### config.mk
export PLATFORM = sky130hd
export DESIGN_NAME = ac_bank_arbiter
export DESIGN_NICKNAME = d
export VERILOG_FILES = /design/src/rtl/ac_bank_arbiter_pkg.sv /design/src/rtl/ac_cell_bank.sv /design/src/rtl/ac_bank_arbiter.sv
export SDC_FILE = /design/constraint.sdc
export NUM_CORES = 1
export LEC_CHECK = 0
export ABC_AREA = 0
export BUFFER_PORTS_ARGS = -buffer_cell sky130_fd_sc_hd__buf_2
export CORE_ASPECT_RATIO = 1.1
export CORE_MARGIN = 1
export CORE_UTILIZATION = 45
export DETAILED_ROUTE_END_ITERATION = 6
export PLACE_DENSITY = 0.72
export SYNTH_ARGS = -nofsm -noshare
export SYNTH_HDL_FRONTEND = slang
export SYNTH_HIERARCHICAL = 1
export SYNTH_SLANG_ARGS = --single-unit
export TNS_END_PERCENT = 30
### constraint.sdc
create_clock -name clk -period 2.45 [get_ports clk]
set_input_delay 0.6125 -clock clk [delete_from_list [all_inputs] [get_ports clk]]
set_output_delay 0.6125 -clock clk [all_outputs]
set_load 0.05 [all_outputs]
### src/rtl/ac_bank_arbiter_pkg.sv
// Shared types for the ac bank arbiter: operation codes, arbiter states and
// the mapping from a requester operation to the ac cell input pair.
package ac_pkg;

  typedef enum logic [1:0] {
    OP_HOLD   = 2'b00,
    OP_SET    = 2'b01,
    OP_CLEAR  = 2'b10,
    OP_TOGGLE = 2'b11
  } op_t;

  typedef enum logic [1:0] {
    IDLE = 2'b00,
    OWN0 = 2'b01,
    OWN1 = 2'b10
  } arb_state_t;

  // Returns {a,c}; 11 is the only pair that leaves a cell untouched.
  function automatic logic [1:0] op_to_ac(input op_t op);
    logic [1:0] ac;
    ac = 2'b11;
    case (op)
      OP_HOLD:   ac = 2'b11;
      OP_SET:    ac = 2'b00;
      OP_CLEAR:  ac = 2'b01;
      OP_TOGGLE: ac = 2'b10;
      default:   ac = 2'b11;
    endcase
    return ac;
  endfunction

endpackage

### src/rtl/ac_cell_bank.sv
// Bank of WIDTH ac flip-flops: 00 set, 01 clear, 10 toggle, 11 hold.
// Cells clear asynchronously on rst.
module ac_cell_bank #(
  parameter int WIDTH = 4
) (
  input  logic             clk,
  input  logic             rst,
  input  logic [WIDTH-1:0] a_bus,
  input  logic [WIDTH-1:0] c_bus,
  output logic [WIDTH-1:0] q
);

  always_ff @(posedge clk or posedge rst) begin
    if (rst) begin
      q <= '0;
    end else begin
      for (int i = 0; i < WIDTH; i++) begin
        case ({a_bus[i], c_bus[i]})
          2'b00:   q[i] <= 1'b1;
          2'b01:   q[i] <= 1'b0;
          2'b10:   q[i] <= ~q[i];
          default: q[i] <= q[i];
        endcase
      end
    end
  end

endmodule

### src/rtl/ac_bank_arbiter.sv
// Round-robin arbiter sharing one ac cell bank between two requesters, with
// an optional lock that holds ownership for a burst bounded by MAX_LOCK.
module ac_bank_arbiter
  import ac_pkg::*;
#(
  parameter int WIDTH    = 4,
  parameter int MAX_LOCK = 8
) (
  input  logic             clk,
  input  logic             rst,
  input  logic             req0,
  input  logic [1:0]       op0,
  input  logic [WIDTH-1:0] mask0,
  input  logic             lock0,
  input  logic             req1,
  input  logic [1:0]       op1,
  input  logic [WIDTH-1:0] mask1,
  input  logic             lock1,
  output logic             gnt0,
  output logic             gnt1,
  output logic [WIDTH-1:0] a_bus,
  output logic [WIDTH-1:0] c_bus,
  output logic [WIDTH-1:0] q,
  output logic             locked
);

  localparam int CNT_W = $clog2(MAX_LOCK + 1);
  localparam logic [CNT_W-1:0] CNT_MAX = CNT_W'(MAX_LOCK);
  localparam logic [CNT_W-1:0] CNT_ONE = CNT_W'(1);

  arb_state_t       state;
  logic             last;
  logic [CNT_W-1:0] lock_cnt;
  logic             timeout;

  logic [1:0]       sel_op;
  logic [WIDTH-1:0] sel_mask;
  logic [1:0]       sel_ac;

  // Grants are gated by rst so the bank sees a clean hold while reset is held.
  always_comb begin
    gnt0 = 1'b0;
    gnt1 = 1'b0;
    if (!rst) begin
      case (state)
        IDLE: begin
          gnt0 = req0 & (~req1 | last);
          gnt1 = req1 & (~req0 | ~last);
        end
        OWN0:    gnt0 = req0;
        OWN1:    gnt1 = req1;
        default: ;
      endcase
    end
  end

  always_comb begin
    sel_op   = gnt1 ? op1 : op0;
    sel_mask = gnt0 ? mask0 : (gnt1 ? mask1 : '0);
    sel_ac   = op_to_ac(op_t'(sel_op));
    a_bus    = '1;
    c_bus    = '1;
    for (int i = 0; i < WIDTH; i++) begin
      if (sel_mask[i]) begin
        a_bus[i] = sel_ac[1];
        c_bus[i] = sel_ac[0];
      end
    end
  end

  assign timeout = (lock_cnt == CNT_MAX);

  always_ff @(posedge clk or posedge rst) begin
    if (rst) begin
      state    <= IDLE;
      last     <= 1'b1;
      lock_cnt <= '0;
      locked   <= 1'b0;
    end else begin
      case (state)
        IDLE: begin
          if (gnt0) begin
            last <= 1'b0;
            if (lock0) begin
              state    <= OWN0;
              lock_cnt <= CNT_ONE;
              locked   <= 1'b1;
            end
          end else if (gnt1) begin
            last <= 1'b1;
            if (lock1) begin
              state    <= OWN1;
              lock_cnt <= CNT_ONE;
              locked   <= 1'b1;
            end
          end
        end
        OWN0: begin
          // A timed-out owner is recorded as last so the other side wins next.
          if (gnt0 || timeout) last <= 1'b0;
          if (!lock0 || timeout) begin
            state    <= IDLE;
            lock_cnt <= '0;
            locked   <= 1'b0;
          end else begin
            lock_cnt <= lock_cnt + CNT_ONE;
          end
        end
        OWN1: begin
          if (gnt1 || timeout) last <= 1'b1;
          if (!lock1 || timeout) begin
            state    <= IDLE;
            lock_cnt <= '0;
            locked   <= 1'b0;
          end else begin
            lock_cnt <= lock_cnt + CNT_ONE;
          end
        end
        default: begin
          state    <= IDLE;
          lock_cnt <= '0;
          locked   <= 1'b0;
        end
      endcase
    end
  end

  ac_cell_bank #(
    .WIDTH(WIDTH)
  ) u_bank (
    .clk  (clk),
    .rst  (rst),
    .a_bus(a_bus),
    .c_bus(c_bus),
    .q    (q)
  );

endmodule

==> results of run 1 <==
## state kept, by name, indices dropped and copies added (netlist names)
signal,cells
state,2
u_bank/q,4
locked,1
last,1
lock_cnt,4
## critical path, stage by stage (launching register included)
cell	delay (ns)
dfrtp_1	0.42
inv_2	0.13
ha_4	0.17
a21boi_4	0.19
o21ai_4	0.10
buf_6	0.13
a31oi_4	0.18
a22o_1	0.19
nand2_2	0.07
buf_6	0.17
## repair_timing
item,4_1_cts,5_1_grt
endpoints found under the setup margin,9,9
endpoints found under the hold margin,0,0
gates resized for setup,33,1
pin swaps,8,3
setup buffers,5,2
## through the flow
step                      cell area [um^2]  instances
after CTS                             1730        206
final                                 1750        208
after detailed placement              1540        197
after global placement                1540        197
after floorplan                       1190        114
after global routing                  1750        208
## worst min path at each step
stage | end | slack, ns | cells after the start
floorplan | u_bank/q[0] | 0.38 | 1
global placement | lock_cnt[3] | 0.52 | 1
detailed placement | lock_cnt[3] | 0.52 | 1
CTS | u_bank/q[3] | 0.35 | 3
global route | u_bank/q[3] | 0.36 | 3
finish | u_bank/q[3] | 0.35 | 3
## power by group
part           internal, mW  leakage (nW)  switching, mW  total, mW
Combinational         0.611         0.627          0.760       1.37
Clock                0.0904        0.0210         0.0692      0.160
Sequential            0.279         0.154         0.0517      0.331
## layout make-up
class	instances	area (um^2)	area share
well taps	30	37.5	0.0215
multi-input cells	90	891	0.509
clock buffers	4	36.3	0.0207
inverters	10	37.5	0.0215
flip-flops and latches	12	302	0.172
repair buffers	62	445	0.255
## per-layer routing
metal  GRT usage  routed length [um]
met5           0                   0
met4      0.0833                  57
met3      0.0489                 170
met2       0.507                1610
met1       0.238                1140
## cell usage in the layout, fill, tap and decap left out, types with 2 or more instances in the layout
master / synthesis / layout
buf_6: 1 / 8
nand3b_1: 2 / 2
nand3_1: 2 / 2
inv_1: 9 / 7
a32o_1: 2 / 2
mux2i_2: 0 / 2
clkbuf_4: 0 / 4
buf_4: 0 / 29
dfrtp_1: 11 / 11
a22o_1: 7 / 7
a21oi_1: 2 / 2
nand2_1: 17 / 12
o22ai_1: 2 / 2
o21ai_0: 3 / 2
ha_4: 0 / 2
inv_2: 1 / 3
a31oi_4: 1 / 3
ha_1: 7 / 5
nor2_1: 4 / 4
a2bb2oi_4: 0 / 3
nand2_2: 0 / 4
buf_2: 0 / 23
xor2_1: 5 / 5
## kinds of logic (layout without fill, tap and decap cells)
group | after synthesis | count (layout)
mux | 5 | 5
fa+ha+maj | 7 | 7
compound gates | 35 | 35
flops | 12 | 12
xor+xnor | 6 | 6
simple gates | 37 | 37
buf+inv | 12 | 76
==> run_results.csv, run 1 <==
group,metric,value,unit
status,status,"finished with violations",
status,violations,"setup timing",
die,die-area,2570,um^2
sta,fin_crit_sh,1.08,
cts,cts.reportedPaths.clkPinSlew,0.09,ns
logic_synthesis,synth_compound_area_frac,0.291,
cts,cts_root_buffer,"clkbuf_4",
die,floorplan.initialDensity,0.473,
global_route,grt_pass1_vias,1131,
sta,hold_viol,0,
cts,hold_buffers,0,
global_route,grt_pass1_wl,4.73,mm
setup_path,cp_max_fo,6,
die,rows,18,
setup_path,critPathLaunch,"state[0]",
detailed_routing,routed_via_density,5.51,
logic_synthesis,synth.top_cell.area_share,0.258,
setup_path,r2r_setup_slack,0.33,ns
final_layout,final_core_util,0.777,
setup_path,worstReg2RegStart,"state[0]",
final_layout,nets,204,
setup_path,end_kind,"primary output",
sta,drv_slew,0,
sta,slew_headroom,0.809,
logic_synthesis,synthFlopType,"dfrtp_1",
sta,setup_tns,-1.31,ns
final_layout,drive_gt1_frac,0.567,
die,ios,33,
sta,rsz0062_at_grt,"true",
logic_synthesis,ys_ff_latch,12,
die,die_y,53.0,um
final_layout,syn_to_final_growth,64.1,%
detailed_routing,firstDrtPassIters,4,
setup_path,r2r_cells,12,
setup_path,worstSetupPathType,"reg2out",
logic_synthesis,synth-edff-count,0,
logic_synthesis,synthCells,114,
detailed_routing,wire_per_inst,14.3,um
cts,clock_latency,0.28,ns
logic_synthesis,yosys.area_share.simple,0.197,
pwr,leakagePower,0.801,nW
logic_synthesis,synth_adder_area_share,0.0822,
logic_synthesis,synth_xor_area_frac,0.0493,
cts,clockBufferDepth,2,
pwr,ir_worst_vdd,0.000794,V
logic_synthesis,ys_types,48,
die,die_w,48.4,um
cts,cts_tree,"done",
logic_synthesis,syn_avg_cell_area,9.35,um^2
setup_path,arrival,2.02,ns
pwr,power,1.86,mW
placed_design,place_congestion,0.848,
setup_path,r2r_end,"u_bank/q[0]",
sta,period_needed,2.63,ns
logic_synthesis,synth_most_common_cell,"nand2_1",
detailed_routing,drc,0,
placed_design,dp_slack,-0.106,ns
global_route,globalRouteTotalUtil,0.243,
cts,cts.sinks,12,
global_route,grt_overflow,0,
min_path,hold_path_class,"in2async",
sta,worstMarginPinSlew,0.286,ns
final_layout,n_fill_cell,166,
job,max_cap_viol_count,0,
detailed_routing,drt_iter0_markers,20,
logic_synthesis,yosys-mux-area-fraction,0.0481,
final_layout,n_antenna_cell,0,
detailed_routing,routed_wl,2.98,mm
sta,whs,0.348,ns
logic_synthesis,yosys.area.top_type,"dfrtp_1",
cts,cts-buffers-inserted,3,
detailed_routing,antenna_left,0,
placed_design,portBuffers,32,
logic_synthesis,synth_top_family_by_area,"compound AO/OA/AOI/OAI gates",
placed_design,hpwl,2.27,mm
setup_path,start_kind,"register",
pwr,p_per_area,1060,nW/um^2
logic_synthesis,syn-num-nets,139,
setup_path,critPathCapture,"a_bus[1]",
cts,htree_levels,1,
sta,fmax,380,MHz
logic_synthesis,synth_area_leaders,"dfrtp_1, ha_1, nand2_1, a22o_1, xor2_1",
die,core_region_area,2250,um^2
logic_synthesis,ys_warn_count,6,
detailed_routing,dr_total_vias,1147,
sta,setup_ws,-0.184,ns
sta,finalSetupViolCount,8,
setup_path,cp.required,1.84,ns
logic_synthesis,synth_area,1070,um^2
logic_synthesis,netlist_top_cells_count,"nand2_1, dfrtp_1, inv_1, a22o_1, ha_1",
sta,finalClockSkew,0.0143,ns
global_route,grt_max_degree,13,
logic_synthesis,yosysSeqAreaShare,0.283,
global_route,grt_antenna_before_repair,0,
logic_synthesis,synth-async-reset-ratio,1.00,
Power figures use the tool's default switching activity.
==> inputs of run 2 (changes only) <==
- CORE_UTILIZATION: 45 -> 26
- PLACE_DENSITY: 0.72 -> default
==> run 2 against run 1 <==
Against the previous run:
- the run still ends with setup timing left
- register-to-register slack gained 0.13 ns
- total power grew 7.8%
- cell count grew 10%
- die area grew 70%
- clock skew shrank 0.012 ns
- global-route usage shrank 8.6 points
- combinational power grew 5%
- count of clock-buffer cells in the layout is the same
- critical path type unchanged
- critical endpoint is now c_bus[0]
- largest cell class unchanged
- largest power group unchanged
- highest routed layer unchanged
==> run_results.csv, run 2 (synthesized netlist as in run 1, its figures left out) <==
group,metric,value,unit
pwr,ir_worst_vdd,0.000336,V
final_layout,n_antenna_cell,0,
die,ios,33,
final_layout,n_fill_cell,359,
placed_design,dp_cells,217,
final_layout,syn_to_final_growth,73.8,%
min_path,hold_path_class,"in2async",
die,rows,24,
cts,cts.sinks,12,
cts,htree_levels,1,
sta,drv_slew,0,
detailed_routing,drt_iter0_markers,56,
final_layout,layout_commonest_cell,"buf_4",
final_layout,largest_registers,"lock_cnt x4, u_bank/q x4, state x2",
placed_design,place_congestion,0.807,
setup_path,cp.required,1.84,ns
final_layout,drive_gt1_frac,0.571,
pwr,p_sw,0.932,mW
global_route,globalRouteTotalUtil,0.157,
status,violations,"setup timing",
sta,fin_crit_sh,1.05,
pwr,seq_power_share,0.166,
pwr,swShare,0.464,
cts,cts.reportedPaths.clkPinSlew,0.06,ns
setup_path,start_kind,"register",
pwr,leakagePower,0.817,nW
setup_path,worstSetupPathType,"reg2out",
die,die_w,63.1,um
final_layout,nets,203,
cts,hold_buffers,0,
pwr,clkPwrFrac,0.114,
sta,hold_viol,0,
detailed_routing,firstDrtPassIters,4,
global_route,grt_pass1_wl,5.38,mm
setup_path,end_kind,"primary output",
job,max_cap_viol_count,0,
sta,slew_headroom,0.821,
cts,clock_latency,0.25,ns
global_route,grt_max_degree,12,
die,die_y,69.2,um
setup_path,worstReg2RegStart,"state[0]",
pwr,p_per_area,1080,nW/um^2
final_layout,final_core_util,0.471,
sta,finalClockSkew,0.00237,ns
cts,cts-buffers-inserted,3,
detailed_routing,routed_via_density,4.99,
sta,setup_ws,-0.113,ns
detailed_routing,dr_total_vias,1143,
sta,period_needed,2.56,ns
setup_path,cp_max_fo,6,
pwr,internal-power,1.07,mW
sta,rsz0062_at_grt,"true",
setup_path,r2r_cells,9,
detailed_routing,antenna_left,0,
setup_path,arrival,1.95,ns
die,floorplan.initialDensity,0.271,
final_layout,final_cell_mix,"buf_4, buf_2, nand2_1",
detailed_routing,drc,0,
setup_path,r2r_setup_slack,0.46,ns
global_route,grt_antenna_before_repair,0,
pwr,power,2.01,mW
cts,cts_root_buffer,"clkbuf_8",
cts,cts_tree,"done",
final_layout,fin_cells,229,
sta,setup_tns,-0.695,ns
sta,finalSetupViolCount,8,
cts,clockBufferDepth,2,
detailed_routing,routed_wl,3.32,mm
global_route,grt_overflow,0,
detailed_routing,wire_per_inst,14.5,um
pwr,combPwrFrac,0.720,
sta,worstMarginPinSlew,0.266,ns
die,die-area,4360,um^2
sta,fmax,390,MHz
placed_design,hpwl,2.51,mm
status,status,"finished with violations",
global_route,grt_pass1_vias,1157,
die,core_region_area,3930,um^2
setup_path,r2r_end,"last",
placed_design,portBuffers,32,
[run 2: layer usage]
metal  vias up  wire, um  track usage
met2        40      1860        0.301
li1        548         -            -
met4         0        34       0.0491
met3         5       154       0.0248
met1       550      1270        0.171
met5         -         0            0
[run 2: stage by stage]
step	instance area, um^2	setup WS [ns]	hold slack [ns]
final	1850	-0.113	0.385
after global routing	1850	-0.168	0.408
after CTS	1780	-0.177	0.398
after detailed placement	1550	-0.137	0.530
after global placement	1550	-0.0903	0.526
after floorplan	1190	0.00830	0.379
[run 2: final cells by class]
| cell class | instances | area, um^2 | share of cell area |
|---|---|---|---|
| repair buffers | 61 | 457 | 0.246 |
| flip-flops and latches | 12 | 302 | 0.163 |
| well taps | 52 | 65.1 | 0.0351 |
| multi-input cells | 90 | 937 | 0.506 |
| inverters | 10 | 37.5 | 0.0203 |
| clock buffers | 4 | 55.1 | 0.0297 |
[run 2: how the worst max path moves through the flow]
stage / from / to / slack [ns] / cells after the start
floorplan: state[1] / c_bus[1] / 0.008 / 7
global placement: rst / c_bus[0] / -0.09 / 6
detailed placement: rst / c_bus[0] / -0.14 / 6
CTS: state[1] / c_bus[1] / -0.18 / 7
global route: state[0] / c_bus[0] / -0.17 / 9
finish: state[0] / c_bus[0] / -0.11 / 9
[run 2: what timing repair did]
| action | 4_1_cts | 5_1_grt |
|---|---|---|
| resized for setup | 30 | 8 |
| endpoints found under the setup margin | 9 | 9 |
| pin swaps | 7 | 6 |
| buffers inserted | 6 | 2 |
[run 2: power by group through the flow]
stage          Sequential, mW  Clock (mW)  Combinational, mW
2_1_floorplan           0.458           0              0.752
3_3_place_gp            0.334           0               1.18
6_report                0.333       0.229               1.44
4_1_cts                 0.332       0.230               1.37
3_5_place_dp            0.338           0               1.21
5_1_grt                 0.341       0.238               1.54
[run 2: worst max-delay path, cell delays in order (launching register included)]
cell and delay [ns]:
dfrtp_1 0.39, inv_2 0.09, buf_4 0.15, ha_4 0.17
o21ai_4 0.25, inv_2 0.09, nand2_4 0.10, buf_12 0.12
a2bb2oi_4 0.16, buf_6 0.17
==> inputs of run 3 (changes only) <==
- clock period: 2.45 -> 3 ns (I/O delays scaled with it)
==> run 3 against run 2 <==
Against the previous run:
- the flow now finishes without violations
- count of clock-buffer cells in the layout unchanged
- worst hold slack better by 0.026 ns
- total power down 31%
- cell area down 19%
- largest power group unchanged
- clock power down 22%
- setup slack better by 0.20 ns
- clock skew down 0.0018 ns
==> run_results.csv, run 3 (synthesized netlist as in run 1, its figures left out) <==
group,metric,value,unit
status,status,"finished, final reports clean",
detailed_routing,firstDrtPassIters,4,
detailed_routing,routed_via_density,4.77,
placed_design,dp_cells,206,
placed_design,place_congestion,0.870,
setup_path,end_kind,"primary output",
placed_design,dpl_cell_area,1360,um^2
cts,clock_latency,0.24,ns
final_layout,n_antenna_cell,0,
placed_design,hpwl,2.13,mm
final_layout,layout_commonest_cell,"buf_2",
global_route,met1_usage,0.167,
setup_path,worstSetupPathType,"reg2out",
final_layout,fin_cells,212,
pwr,ir_worst_vdd,0.000193,V
pwr,p_per_area,916,nW/um^2
die,ios,33,
detailed_routing,drt_iter0_markers,14,
sta,fmax,343,MHz
setup_path,slowest_stage,"dfrtp_2",
setup_path,crit_chain,"inv_2, ha_4, a21boi_1, o21ai_2, buf_4, and3_1, a2bb2oi_1, buf_4",
min_path,hold_path_class,"in2async",
cts,cts.sinks,12,
final_layout,syn_to_final_growth,40.8,%
final_layout,final_cell_mix,"buf_2, nand2_1, buf_4",
cts,htree_levels,1,
final_layout,drive_gt1_frac,0.444,
sta,period_needed,2.91,ns
sta,whs,0.410,ns
sta,hold_viol,0,
detailed_routing,routed_wl,2.76,mm
placed_design,portBuffers,32,
cts,cts.reportedPaths.clkPinSlew,0.06,ns
final_layout,n_fill_cell,421,
die,rows,24,
sta,fin_crit_sh,0.971,
sta,setup_ws,0.0867,ns
cts,hold_buffers,0,
setup_path,cp_max_fo,5,
pwr,leakagePower,0.660,nW
detailed_routing,drc,0,
sta,finalSetupViolCount,0,
global_route,grt_overflow,0,
detailed_routing,wire_per_inst,13.0,um
global_route,globalRouteTotalUtil,0.131,
global_route,grt_pass1_vias,974,
setup_path,cp_common_cell,"buf_4",
global_route,grt-busiest-layer,"met2",
die,die_w,63.1,um
placed_design,dp_slack,0.0533,ns
cts,cts_tree,"done",
setup_path,start_kind,"register",
final_layout,largest_registers,"lock_cnt x4, u_bank/q x4, state x2",
sta,finalClockSkew,0.000568,ns
cts,cts_root_buffer,"clkbuf_8",
sta,slew_headroom,0.796,
detailed_routing,dr_total_vias,1012,
final_layout,fin_area,1500,um^2
setup_path,max_stage_delay,0.44,ns
cts,clockBufferDepth,2,
setup_path,arrival,2.16,ns
global_route,met3_usage,0.0248,
global_route,grt_antenna_before_repair,0,
die,die_y,69.2,um
die,floorplan.initialDensity,0.271,
global_route,grt_pass1_wl,4.45,mm
detailed_routing,antenna_left,0,
setup_path,cp.required,2.25,ns
job,max_cap_viol_count,0,
final_layout,nets,186,
global_route,grt_max_degree,12,
die,die-area,4360,um^2
cts,cts-buffers-inserted,3,
die,core_region_area,3930,um^2
global_route,met2_usage,0.208,
sta,worstMarginPinSlew,0.304,ns
sta,drv_slew,0,
## run 3: changes by cell type in the layout (fill, tap and decap cells not counted), sizes merged
cell	previous run	this run
clkbuf	4	6
buf	61	42
## run 3: critical path, delay by kind of cell (launching register included)
kind	cells	cell delay [ns]
AND/OR/NAND/NOR	1	0.22
buffers and inverters	3	0.54
adder cells (fa/ha/maj)	1	0.19
AO/OA/AOI/OAI	3	0.53
flip-flops	1	0.44
## run 3: area by class of cell
class                   instances  area, um^2  area share
clock buffers                   4        55.1      0.0367
inverters                      10        37.5      0.0250
multi-input cells              90         778       0.518
flip-flops and latches         12         303       0.202
well taps                      52        65.1      0.0433
repair buffers                 44         263       0.175
## run 3: final timing paths
kind	startpoint	endpoint	slack, ns	cells past startpoint
setup / recovery	state[0]	c_bus[0]	0.09	8
setup reg to reg	state[0]	u_bank/q[2]	0.98	9
max in group asynchronous	rst	last	2.18	3
hold reg to reg	lock_cnt[3]	lock_cnt[3]	0.53	1
hold / removal	rst	u_bank/q[3]	0.41	2
min in group clk	lock_cnt[3]	lock_cnt[3]	0.53	1
## run 3: through the flow
stage | total power, mW | utilization | TNS, ns
5_1_grt | 1.47 | 0.382 | -0.00415
3_5_place_dp | 1.12 | 0.345 | 0
2_1_floorplan | 0.922 | - | -0.505
4_1_cts | 1.31 | 0.363 | 0
6_report | 1.38 | 0.382 | 0
3_3_place_gp | 1.11 | 0.345 | 0
## run 3: what timing repair did
item | CTS | global route
buffers inserted | 0 | 2
resized for setup | 5 | 15
endpoints found under the hold margin | 0 | 0
endpoints found under the setup margin | 7 | 8
pin swaps | 0 | 1
## run 3: report_power, final
| part | total, mW | switching [mW] | internal, mW |
|---|---|---|---|
| clock | 0.179 | 0.0628 | 0.116 |
| combinational | 0.915 | 0.546 | 0.369 |
| sequential | 0.282 | 0.0520 | 0.230 |
## run 3: metal layers
| layer | vias up | part of all wire |
|---|---|---|
| li1 | 512 | - |
| met1 | 480 | 0.46 |
| met2 | 14 | 0.49 |
| met3 | 6 | 0.025 |
| met4 | 0 | 0.027 |
| met5 | - | 0 |
